File: src/rtl/sc_datamem_io_bus.sv
// Data memory with memory-mapped I/O for the single-cycle CPU: asynchronous-read RAM,
// registered output ports, synchronised input ports with change flags/IRQ and a cycle counter.
module sc_datamem_io_bus #(
   parameter int WIDTH       = 32,
   parameter int DEPTH_LOG2  = 5,
   parameter int N_IN        = 2,
   parameter int N_OUT       = 3,
   parameter int SYNC_STAGES = 2,
   parameter int IO_BIT      = 7
) (
   input  logic                   clock,
   input  logic                   resetn,
   input  logic                   we,
   input  logic [31:0]            addr,
   input  logic [WIDTH-1:0]       datain,
   input  logic [N_IN*WIDTH-1:0]  in_ports,
   output logic [WIDTH-1:0]       dataout,
   output logic [N_OUT*WIDTH-1:0] out_ports,
   output logic                   irq
);

   localparam logic [4:0] IDX_CHG_STATUS = 5'd16;
   localparam logic [4:0] IDX_CHG_MASK   = 5'd17;
   localparam logic [4:0] IDX_CYCLE_CNT  = 5'd18;
   localparam logic [4:0] IDX_IN_BASE    = 5'd8;

   logic                  w_io;
   logic [4:0]            w_idx;
   logic [DEPTH_LOG2-1:0] w_ram_idx;
   logic                  w_io_we;
   logic                  w_ram_we;
   logic                  w_unused_addr;

   assign w_io          = addr[IO_BIT];
   assign w_idx         = addr[6:2];
   assign w_ram_idx     = addr[DEPTH_LOG2+1:2];
   assign w_io_we       = we & w_io;
   assign w_ram_we      = we & ~w_io;
   assign w_unused_addr = ^addr;

   logic [WIDTH-1:0] r_mem [2**DEPTH_LOG2];

   // NOTE: the RAM array has no reset; its power-up contents are undefined by design.
   always_ff @(posedge clock) begin
      if (w_ram_we) r_mem[w_ram_idx] <= datain;
   end

   logic [WIDTH-1:0] r_sync [N_IN][SYNC_STAGES];
   logic [WIDTH-1:0] r_prev [N_IN];

   // Input synchroniser chain; r_prev is S delayed by one cycle for change detection.
   always_ff @(posedge clock or negedge resetn) begin
      if (!resetn) begin
         for (int i = 0; i < N_IN; i++) begin
            for (int s = 0; s < SYNC_STAGES; s++) r_sync[i][s] <= '0;
            r_prev[i] <= '0;
         end
      end else begin
         for (int i = 0; i < N_IN; i++) begin
            r_sync[i][0] <= in_ports[i*WIDTH +: WIDTH];
            for (int s = 1; s < SYNC_STAGES; s++) r_sync[i][s] <= r_sync[i][s-1];
            r_prev[i] <= r_sync[i][SYNC_STAGES-1];
         end
      end
   end

   logic [N_IN-1:0] w_chg_set;
   logic [N_IN-1:0] w_chg_clr;

   always_comb begin
      for (int i = 0; i < N_IN; i++) w_chg_set[i] = (r_sync[i][SYNC_STAGES-1] != r_prev[i]);
      w_chg_clr = (w_io_we && w_idx == IDX_CHG_STATUS) ? datain[N_IN-1:0] : '0;
   end

   logic [WIDTH-1:0] r_out [N_OUT];
   logic [N_IN-1:0]  r_chg_status;
   logic [N_IN-1:0]  r_chg_mask;
   logic [WIDTH-1:0] r_cycle_cnt;
   logic             r_irq;

   always_ff @(posedge clock or negedge resetn) begin
      if (!resetn) begin
         for (int i = 0; i < N_OUT; i++) r_out[i] <= '0;
         r_chg_status <= '0;
         r_chg_mask   <= '0;
         r_cycle_cnt  <= '0;
         r_irq        <= 1'b0;
      end else begin
         for (int i = 0; i < N_OUT; i++) begin
            if (w_io_we && w_idx == 5'(i)) r_out[i] <= datain;
         end
         if (w_io_we && w_idx == IDX_CHG_MASK) r_chg_mask <= datain[N_IN-1:0];
         // Set has priority over a simultaneous W1C clear of the same bit.
         r_chg_status <= (r_chg_status & ~w_chg_clr) | w_chg_set;
         r_irq        <= |(r_chg_status & r_chg_mask);
         r_cycle_cnt  <= r_cycle_cnt + WIDTH'(1);
      end
   end

   always_comb begin
      for (int i = 0; i < N_OUT; i++) out_ports[i*WIDTH +: WIDTH] = r_out[i];
   end

   assign irq = r_irq;

   logic [WIDTH-1:0] w_rd_io;

   // NOTE: default assignment first so every path drives w_rd_io and no latch is inferred.
   always_comb begin
      w_rd_io = '0;
      for (int i = 0; i < N_OUT; i++) begin
         if (w_idx == 5'(i)) w_rd_io = r_out[i];
      end
      for (int i = 0; i < N_IN; i++) begin
         if (w_idx == IDX_IN_BASE + 5'(i)) w_rd_io = r_sync[i][SYNC_STAGES-1];
      end
      if (w_idx == IDX_CHG_STATUS) w_rd_io[N_IN-1:0] = r_chg_status;
      if (w_idx == IDX_CHG_MASK)   w_rd_io[N_IN-1:0] = r_chg_mask;
      if (w_idx == IDX_CYCLE_CNT)  w_rd_io = r_cycle_cnt;
      dataout = w_io ? w_rd_io : r_mem[w_ram_idx];
   end

endmodule

File: config.mk
export PLATFORM = sky130hd
export DESIGN_NAME = sc_datamem_io_bus
export DESIGN_NICKNAME = d
export VERILOG_FILES = /design/src/rtl/sc_datamem_io_bus.sv
export SDC_FILE = /design/constraint.sdc
export NUM_CORES = 1
export LEC_CHECK = 0
export ABC_AREA = 1
export CAP_MARGIN = 20
export CORE_AREA = 2 2 324 326
export DETAILED_ROUTE_END_ITERATION = 16
export DIE_AREA = 0 0 326 328
export PLACE_DENSITY = 0.74
export SYNTH_ARGS = -nofsm -noshare
export SYNTH_HDL_FRONTEND = slang
export SYNTH_SLANG_ARGS = --single-unit
export TNS_END_PERCENT = 100
File: constraint.sdc
create_clock -name clock -period 4.19 [get_ports clock]
set_input_delay 0.838 -clock clock [delete_from_list [all_inputs] [get_ports clock]]
set_output_delay 0.838 -clock clock [all_outputs]
set_load 0.02 [all_outputs]
==> impl_metrics.csv <==
group,metric,value,unit
synthesis,synth_edf_count,1024,
hold_path,hold_path_class,"input pin to asynchronous set/reset pin",
power,powerDensity,456,nW/µm²
final_layout,finalCoreUtilization,0.611,
power,swShare,0.230,
routing,vias,35500,
final_layout,nFillCells,7574,
grt,grt_util_met1,0.385,
floorplan,io_pins,260,
grt,grt.busiest_layer,"met2",
floorplan,fp.coreArea,103000,µm²
sta,finalHoldViolCount,0,
placement,port_buffers,233,
sta,worstMarginPinSlew,1.01,ns
synthesis,syn_inst,4088,
worst_setup_path,crit_fanout,11,
power,comb_power_share,0.081,
power,ir_worst_vdd,0.000362,V
synthesis,synth-simple-area-share,0.161,
placement,hpwl,102000,µm
worst_setup_path,worstSetupStartpointType,"input pin",
synthesis,syn-num-nets,4220,
clocking,cts_htree_levels,4,
grt,grt_pass1_vias,34700,
synthesis,synth_top_family_by_area,"simple AND/OR/NAND/NOR gates",
floorplan,die_y,328,µm
synthesis,synth.top_cell.area_share,0.599,
sta,drv_slew,0,
synthesis,synth_top_cell_by_area,"edfxtp_1",
grt,grt_pass1_wl,226000,µm
sta,slew_headroom,0.326,
final_layout,layout_commonest_cell,"nand2_1",
sta,worst_slack,0.000280,ns
routing,routed_wl,156000,µm
sta,setup_tns,0,ns
floorplan,dieArea,107000,µm²
sta,clock_skew,0.0136,ns
worst_setup_path,crit_buf_inv,7,
final_layout,layout.cells.most_common_list,"nand2_1 (1463), edfxtp_1 (1024), dfrtp_1 (325), buf_4 (282), nand4_1 (226)",
clocking,cts_sinks,1349,
clocking,clk_pin_slew_worst_paths,0.05,ns
routing,drtIter0Drc,4733,
power,power_frac_clock,0.401,
routing,viasPerCell,5.79,
synthesis,synth_area,51300,µm²
worst_setup_path,crit_type,"input pin to primary output",
placement,place_area,58300,µm²
synthesis,seq_area_frac_synth,0.758,
clocking,cts_tree,"done",
synthesis,synthAdderAreaFrac,0.000244,
routing,final_antenna_net_count,0,
worst_setup_path,end_kind,"primary output",
synthesis,synthTopCellsByArea,"edfxtp_1 (60%), dfrtp_1 (16%), nand2_1 (11%)",
synthesis,ys_seq_elements,1349,
power,p_switching,6.62,mW
final_layout,final_area,63100,µm²
floorplan,initial_utilization,0.497,
grt,grt_use_met2,0.453,
grt,overflow,0,
worst_setup_path,cp_data_arrival_time,3.35,ns
sta,finalSetupViolCount,0,
worst_setup_path,cp_top_family,"buffers and inverters",
routing,dr.pass1.iters,7,
final_layout,nNetsFinal,4775,
synthesis,synthXorXnorAreaFrac,0.0130,
placement,place.gp.congestion,0.916,
floorplan,core.rowCount,118,
grt,track_usage,0.290,
synthesis,yosysUniqueCellTypes,31,
grt,grt_max_degree,128,
final_layout,syn_to_final_growth,22.9,%
synthesis,ys.flop_type,"edfxtp_1",
sta,max_freq,239,MHz
clocking,cts_buffers,134,
sta,rsz0062_at_grt,"no",
clocking,ctsRootBufferMaster,"clkbuf_16",
power,power.total,28.7,mW
synthesis,yosysWarnings,0,
final_layout,stdcell_count,6131,
power,p_seq_frac,0.518,
power,p_int,22.1,mW
outcome,outcome,"completed",
routing,wl_per_cell,25.4,µm
final_layout,drive_above_1_share,0.145,
routing,drc,0,
synthesis,synth_area_per_cell,12.6,µm²
floorplan,die_w,326,µm
synthesis,synth-compound-area-share,0.0408,
sta,fin_crit_sh,1.00,
power,p_leak,24.0,nW
clocking,clk_latency,0.73,ns
clocking,clockBufferDepth,3,
run,max_cap_viol_count,0,
sta,hold_ws,0.192,ns
sta,min_period,4.19,ns
worst_setup_path,cpPeakStageDelay,0.62,ns
placement,dp_cells,5866,
grt,grt.met3_usage,0.0644,
clocking,cts.hold.buffers_added,0,
placement,dpl_worst_slack,-0.423,ns
worst_setup_path,critPathRequiredTime,3.35,ns
synthesis,ys_async_sr_fraction,0.241,
worst_setup_path,cpMaxStageDelayCell,"clkdlybuf4s50_1",
grt,antenna_found_initial,19,
worst_setup_path,cp_cell_sequence,"clkdlybuf4s50_1 > inv_2 > nand3_2 > buf_4 > nor2_2 > buf_4 > buf_12 > nand2_1 > nand4_1 > nand2_1 > inv_1 > dlygate4sd2_1",
synthesis,synth_mux_area_frac,0,
==> worst paths after layout <==
path	startpoint	end	slack [ns]	depth (start not counted)
max in group asynchronous	resetn	r_prev[16]$_DFF_PN0_	3.07	2
worst max register to register	r_cycle_cnt[0]$_DFF_PN0_	r_cycle_cnt[22]$_DFF_PN0_	2.11	9
worst max-delay path	addr[6]	dataout[10]	0.0003	12
worst min register to register	r_sync[50]$_DFF_PN0_	r_sync[18]$_DFF_PN0_	0.35	0
worst min-delay path	resetn	r_sync[109]$_DFF_PN0_	0.19	1
min in group clock	r_sync[50]$_DFF_PN0_	r_sync[18]$_DFF_PN0_	0.35	0
==> layout make-up <==
class	count	area, µm²	share of cell area
sequential	1349	38900	0.617
multi-input combinational	2388	11500	0.182
timing repair buffer	601	6110	0.0968
clock buffer	173	3700	0.0586
tap	1380	1730	0.0274
inverter	169	661	0.0105
clock inverter	67	504	0.00799
antenna	4	10.0	0.000159
==> metal layers <==
metal | vias to the layer above | share of wire
li1 | 15400 | -
met1 | 17500 | 0.37
met2 | 2165 | 0.47
met3 | 412 | 0.11
met4 | 24 | 0.049
met5 | - | 0.0010
==> state kept, by name, indices dropped and copies added (netlist names) <==
name / flops
r_mem: 1024
out_ports: 96
r_sync: 128
r_chg_mask: 2
irq: 1
r_chg_status: 2
r_prev: 64
r_cycle_cnt: 32
==> cell families (layout without fill, tap and decap cells) <==
group	after synthesis	in the layout
adder cells (fa/ha/maj)	1	1
flip-flops	1349	1349
AND/OR/NAND/NOR	1974	1974
AO/OA/AOI/OAI	337	337
buffers and inverters	351	1010
XOR/XNOR	76	76
other	0	4
==> repair_timing <==
action / CTS / global route
endpoints found under the setup margin: 30 / 31
resized for setup: 83 / 59
pin swaps: 2 / 5
cloned: 4 / 1
buffers inserted: 9 / 3
==> synth_stat cells, types with 2 or more instances <==
cell type	n
nor4_1	6
o2111ai_1	12
inv_2	2
nand3_1	62
nor2_1	127
nor3_1	27
nand3_2	2
dfrtp_1	325
a21oi_1	60
nor2_4	2
buf_1	15
inv_1	166
nand4_1	226
or2_2	15
buf_2	75
a22oi_1	140
edfxtp_1	1024
xnor2_1	21
o21ai_0	120
nand2_1	1471
nor2_2	4
xor2_1	55
and2_1	30
o211ai_1	3
clkbuf_1	92
==> power by group through the flow <==
stage	Combinational [mW]	Clock (mW)	Sequential [mW]
after detailed placement	2.23	0	15.2
after CTS	2.28	11.6	14.9
after global placement	2.19	0	15.1
after floorplan	0.737	0	15.3
final	2.32	11.5	14.9
after global routing	2.46	12.1	14.9
Power figures use the tool's default switching activity.
